`src/rtl/cache_refill_ctrl.sv`:
```
// Miss engine below the D-cache: dirty-victim writeback, then line refill.
// Optional CRITICAL_WORD_FIRST_EN starts the refill at the missed word.
module cache_refill_ctrl #(
  parameter int WIDTH          = 32,
  parameter int ADDR_WIDTH     = 32,
  parameter int WORDS_PER_LINE = 4,
  parameter int IDXW           = $clog2(WORDS_PER_LINE)
) (
  input  logic                  clk,
  input  logic                  rst,
  input  logic                  miss_valid,
  input  logic [ADDR_WIDTH-1:0] miss_addr,
  input  logic                  victim_dirty,
  input  logic [ADDR_WIDTH-1:0] victim_addr,
  output logic [IDXW-1:0]       victim_idx,
  input  logic [WIDTH-1:0]      victim_data,
  output logic                  fill_we,
  output logic [IDXW-1:0]       fill_idx,
  output logic [WIDTH-1:0]      fill_data,
  output logic                  miss_done,
  output logic                  busy,
  output logic                  mem_req_valid,
  input  logic                  mem_req_ready,
  output logic                  mem_req_we,
  output logic [ADDR_WIDTH-1:0] mem_req_addr,
  output logic [WIDTH-1:0]      mem_req_wdata,
  input  logic                  mem_rsp_valid,
  input  logic [WIDTH-1:0]      mem_rsp_data
);

  localparam int OFFW = IDXW + 2;
  localparam int TAGW = ADDR_WIDTH - OFFW;
  localparam logic [IDXW-1:0] LAST = IDXW'(WORDS_PER_LINE - 1);

  localparam logic [2:0] S_IDLE      = 3'd0;
  localparam logic [2:0] S_WB_REQ    = 3'd1;
  localparam logic [2:0] S_FILL_REQ  = 3'd2;
  localparam logic [2:0] S_FILL_WAIT = 3'd3;
  localparam logic [2:0] S_DONE      = 3'd4;

  logic [2:0]      state;
  logic [TAGW-1:0] fill_tag;
  logic [TAGW-1:0] wb_tag;
  logic [IDXW-1:0] cnt;
  logic [IDXW-1:0] first_idx;
  logic            fill_last;
  logic            unused;

  assign unused = ^{miss_addr[OFFW-1:0], victim_addr[OFFW-1:0]};

`ifdef CRITICAL_WORD_FIRST_EN
  logic [IDXW-1:0] start_idx;
  logic [IDXW-1:0] xfer;
  assign first_idx = miss_addr[IDXW+1:2];
  // Wrapped order means the index alone cannot mark the end of the line.
  assign fill_last = (xfer == LAST);
`else
  assign first_idx = '0;
  assign fill_last = (cnt == LAST);
`endif

  always_ff @(posedge clk) begin
    if (rst) begin
      state    <= S_IDLE;
      fill_tag <= '0;
      wb_tag   <= '0;
      cnt      <= '0;
`ifdef CRITICAL_WORD_FIRST_EN
      start_idx <= '0;
      xfer      <= '0;
`endif
    end else begin
      unique case (state)
        S_IDLE: begin
          if (miss_valid) begin
            fill_tag <= miss_addr[ADDR_WIDTH-1:OFFW];
            wb_tag   <= victim_addr[ADDR_WIDTH-1:OFFW];
            cnt      <= victim_dirty ? '0 : first_idx;
`ifdef CRITICAL_WORD_FIRST_EN
            start_idx <= first_idx;
            xfer      <= '0;
`endif
            state <= victim_dirty ? S_WB_REQ : S_FILL_REQ;
          end
        end
        S_WB_REQ: begin
          if (mem_req_ready) begin
            if (cnt == LAST) begin
`ifdef CRITICAL_WORD_FIRST_EN
              cnt <= start_idx;
`else
              cnt <= '0;
`endif
              state <= S_FILL_REQ;
            end else begin
              cnt <= cnt + 1'b1;
            end
          end
        end
        S_FILL_REQ: begin
          if (mem_req_ready) state <= S_FILL_WAIT;
        end
        S_FILL_WAIT: begin
          if (mem_rsp_valid) begin
            if (fill_last) begin
              state <= S_DONE;
            end else begin
              cnt   <= cnt + 1'b1;
`ifdef CRITICAL_WORD_FIRST_EN
              xfer  <= xfer + 1'b1;
`endif
              state <= S_FILL_REQ;
            end
          end
        end
        S_DONE:  state <= S_IDLE;
        default: state <= S_IDLE;
      endcase
    end
  end

  always_comb begin
    victim_idx    = '0;
    fill_we       = 1'b0;
    fill_idx      = '0;
    fill_data     = '0;
    miss_done     = 1'b0;
    mem_req_valid = 1'b0;
    mem_req_we    = 1'b0;
    mem_req_addr  = '0;
    mem_req_wdata = '0;
    unique case (state)
      S_WB_REQ: begin
        mem_req_valid = 1'b1;
        mem_req_we    = 1'b1;
        victim_idx    = cnt;
        mem_req_addr  = {wb_tag, cnt, 2'b00};
        mem_req_wdata = victim_data;
      end
      S_FILL_REQ: begin
        mem_req_valid = 1'b1;
        mem_req_addr  = {fill_tag, cnt, 2'b00};
      end
      S_FILL_WAIT: begin
        fill_we   = mem_rsp_valid;
        fill_idx  = cnt;
        fill_data = mem_rsp_data;
      end
      S_DONE:  miss_done = 1'b1;
      default: ;
    endcase
  end

  assign busy = (state != S_IDLE);

endmodule

```
`config.mk`:
```
export PLATFORM = sky130hd
export DESIGN_NAME = cache_refill_ctrl
export DESIGN_NICKNAME = d
export VERILOG_FILES = /design/src/rtl/cache_refill_ctrl.sv
export SDC_FILE = /design/constraint.sdc
export NUM_CORES = 1
export LEC_CHECK = 0
export BUFFER_PORTS_ARGS = -buffer_cell sky130_fd_sc_hd__buf_2
export CORE_MARGIN = 5
export CORE_UTILIZATION = 25
export CTS_BUF_LIST = sky130_fd_sc_hd__clkbuf_4 sky130_fd_sc_hd__clkbuf_8
export DETAILED_ROUTE_END_ITERATION = 12
export GPL_ROUTABILITY_DRIVEN = 0
export PLACE_DENSITY = 0.62
export SYNTH_ARGS = -nofsm -noshare
export SYNTH_HDL_FRONTEND = slang
export SYNTH_SLANG_ARGS = --single-unit
export TNS_END_PERCENT = 20
```
`constraint.sdc`:
```
create_clock -name clk -period 2.1 [get_ports clk]
set_clock_uncertainty 0.15 [all_clocks]
set_input_delay 0.42 -clock clk [delete_from_list [all_inputs] [get_ports clk]]
set_output_delay 0.42 -clock clk [all_outputs]
set_load 0.01 [all_outputs]
```
==> Flow_metrics.wiki <==
{| class="wikitable"
! Metric !! Value
|-
| Status || complete, but fails checks
|-
| Violations in the final reports || setup timing
|-
| Most used flip-flop cell after synthesis || sky130_fd_sc_hd__dfxtp_1
|-
| Portion of the post-synthesis area used by sequential elements || 0.399
|-
| Number of hold buffers added after CTS || 0
|-
| Post-route DRC || 0
|-
| Slowest-stage cell, CP || sky130_fd_sc_hd__dfxtp_4
|-
| CP top delay family || buffers and inverters
|-
| Vias per inst || 4.64
|-
| Clock root cell || sky130_fd_sc_hd__clkbuf_8
|-
| Drt initial violations || 114
|-
| Number of hold violations in the final report || 0
|-
| Register clock-pin slew on the reported worst setup and hold paths || 0.07 ns
|-
| Crit path buffers/inverters || 3
|-
| WL per Instance || 15.3 um
|-
| Final cycle utilization of the critical path || 1.02
|-
| Total power after layout || 3370 uW
|-
| Fraction of final layout cells sized beyond drive strength 1 || 0.441
|-
| Utilization after layout || 0.401
|-
| Number of pins with negative max-slew slack in the final report || 0
|-
| Number of max-cap violations || 0
|-
| Vertical die dimension || 121 um
|-
| Clock tree from TritonCTS || yes
|-
| Total number of clock tree sinks || 61
|-
| Synthesis Warnings || 0
|-
| Count of buffers from port buffering || 228
|-
| CTS HTree Levels || 3
|-
| Area of the mapped netlist || 0.00306 mm^2
|-
| Number of distinct library cells after synthesis || 32
|-
| Peak clock frequency supported by timing || 0.468 GHz
|-
| Die Wd || 121 um
|-
| DR vias || 3,660
|-
| Worst reg-to-reg setup slack || 0.34 ns
|-
| Final critical-path required period || 2.14 ns
|-
| Unrepaired setup endpoints after global routing || yes
|-
| Hold path start || victim_addr[22]
|-
| Worst setup SP type || flop
|-
| Top cells by area, synth || sky130_fd_sc_hd__dfxtp_1, sky130_fd_sc_hd__and2_1, sky130_fd_sc_hd__nand2_1
|-
| Growth of design area from synthesis to finish || 57.4%
|-
| Largest fanout on the critical path || 13
|-
| Via count of the first global-routing pass || 3,600
|-
| PnR worst setup slack || -0.0360 ns
|-
| Core area || 0.0120 mm^2
|-
| Peak VDD IR || 0.425 mV
|-
| Number of stages on the worst hold path || 3
|-
| Series of cell instances along the critical path || nor3b_4, buf_4, buf_12, a22o_1, buf_2
|-
| Remaining antenna violation count || 0
|-
| Depth of the worst register-to-register path || 4
|-
| Maximum cell stage delay along the critical path || 0.38 ns
|-
| Critical path required time || 1.53 ns
|-
| Portion of synthesized cell area occupied by the leading cell type || 0.399
|-
| Area of the die || 0.0145 mm^2
|-
| Placement Rows || 40
|-
| Final nets || 771
|-
| HP Class || input port to flop
|-
| Filler Cell Count || 1,282
|-
| Congestion Overflow GR || 0
|-
| Pre-Repair DR Iteration Count || 4
|-
| Maximum number of pins on one net before global-route repair || 49
|-
| Kind of critical path || flop to primary output
|-
| Initial antenna violation count || 2
|-
| Post-synthesis area per instance || 7.49 um^2
|-
| Wire length of the first global-routing pass || 17.7 mm
|-
| Dominant cell by count in the synthesized netlist || sky130_fd_sc_hd__nand2_1
|-
| Worst skew pair latency || 0.33 ns
|-
| FF-to-FF End || cnt[0]$_SDFFE_PP0P_
|-
| Overall track demand over capacity in global routing || 0.154
|-
| Detailed-route wire length || 12.0 mm
|-
| Area leader, netlist || sky130_fd_sc_hd__dfxtp_1
|-
| Boundary Pins || 239
|-
| Power Density || 701 mW/mm^2
|-
| Post-placement worst setup slack || 0.102 ns
|-
| Leading post-synthesis cells by instance count || sky130_fd_sc_hd__nand2_1, sky130_fd_sc_hd__and2_1, sky130_fd_sc_hd__dfxtp_1
|-
| Buffer levels on the longest clock path || 2
|-
| Critical R2R Launch || cnt[0]$_SDFFE_PP0P_
|-
| Initial core utilization || 0.255
|-
| End point of the most critical hold path || wb_tag[18]$_SDFFE_PP0P_
|-
| Fraction of registers with async set/reset || 0
|-
| Synthesized flop and latch total || 61
|-
| Number of buffers added by the clock tree synthesis step || 9
|-
| Detailed Place HPWL || 9.24 mm
|-
| Cell count after synthesis || 408
|-
| Number of flops mapped to enable cells by yosys || 0
|-
| Type of element capturing the critical path || primary output
|-
| Arrival time at the worst endpoint || 1.57 ns
|-
| Number of failing setup endpoints in the final timing report || 17
|-
| Leakage power of the design || 0.00248 uW
|}
-- final cells by class --
type	instances	area, um^2	area share
flip-flops and latches	61	1230	0.256
clock inverters	3	42.5	0.00884
well taps	147	184	0.0382
multi-input cells	307	1690	0.351
repair buffers	252	1470	0.306
inverters	4	15.0	0.00312
clock buffers	13	173	0.0359
diodes	2	5.00	0.00104
-- cell families after synthesis --
family / share of synthesized area
and+or+nand+nor: 0.331
AOI/OAI and AO/OA: 0.192
DFF: 0.399
buffers and inverters: 0.0614
muxes: 0.00655
adders and majority gates: 0.00818
other: 0.00123
-- state kept, by name, summed over array words and instances (netlist names) --
| register | cells |
|---|---|
| wb_tag | 28 |
| cnt | 2 |
| state | 3 |
| fill_tag | 28 |
-- placed cells by master (no fill, tap or decap), types with 2 or more instances in the layout --
master                      Yosys  layout
sky130_fd_sc_hd__a22o_1        28      28
sky130_fd_sc_hd__clkbuf_8       0      12
sky130_fd_sc_hd__buf_2         12     225
sky130_fd_sc_hd__nor3_1         4       3
sky130_fd_sc_hd__buf_12         0       5
sky130_fd_sc_hd__conb_1         1       2
sky130_fd_sc_hd__dfxtp_1       61      58
sky130_fd_sc_hd__ha_1           2       2
sky130_fd_sc_hd__diode_2        0       2
sky130_fd_sc_hd__buf_4          5      12
sky130_fd_sc_hd__nor2_1         4       4
sky130_fd_sc_hd__clkbuf_16      0       2
sky130_fd_sc_hd__dfxtp_4        0       3
sky130_fd_sc_hd__inv_1          3       3
sky130_fd_sc_hd__and2_4         0       3
sky130_fd_sc_hd__buf_6          0       7
sky130_fd_sc_hd__a21oi_1       59      59
sky130_fd_sc_hd__nand2_1      116     115
sky130_fd_sc_hd__and2_1        71      67
sky130_fd_sc_hd__o21ai_0        4       4
sky130_fd_sc_hd__nor3b_4        0       2
sky130_fd_sc_hd__mux2i_1        2       2
-- routing by layer --
metal,wire length (um),track usage
met4,226,0.0552
met2,6510,0.296
met1,4380,0.157
met3,925,0.0435
met5,0,0
-- worst max-delay path by stage --
stage,from,end,cells past startpoint
after floorplan,state[0]$_SDFFE_PP0P_,mem_req_addr[20],4
after global placement,state[2]$_SDFFE_PP0P_,mem_req_addr[18],4
after detailed placement,state[2]$_SDFFE_PP0P_,mem_req_addr[12],4
after CTS,state[0]$_SDFFE_PP0P_,mem_req_addr[5],5
after global routing,state[0]$_SDFFE_PP0P_,mem_req_addr[23],5
final,state[0]$_SDFFE_PP0P_,mem_req_addr[5],5
-- timing repair --
item | in CTS | in global routing
buffers inserted | 8 | 0
gates cloned | 2 | 2
resized for setup | 17 | 4
setup endpoints to repair | 102 | 66
pin swaps | 24 | 4
-- power by group --
part / internal, uW / leakage, uW / switching, uW
sequential: 1260 / 0.000503 / 58.4
combinational: 444 / 0.00187 / 502
clock: 657 / 0.000109 / 450
-- through the flow --
step | TNS (ns) | hold WS (ns) | cells | area, um^2
floorplan | 0 | 0.286 | 409 | 3060
global placement | 0 | 0.292 | 761 | 4400
detailed placement | 0 | 0.296 | 761 | 4400
CTS | -0.860 | 0.138 | 785 | 4740
global route | -6.71 | 0.140 | 789 | 4810
finish | -0.146 | 0.168 | 789 | 4810
-- worst min-delay path: stages --
cell,delay [ns]
sky130_fd_sc_hd__buf_2,0.10
sky130_fd_sc_hd__nand2_1,0.04
sky130_fd_sc_hd__a21oi_1,0.05
Note: power is estimated with default switching activity, not from simulation.
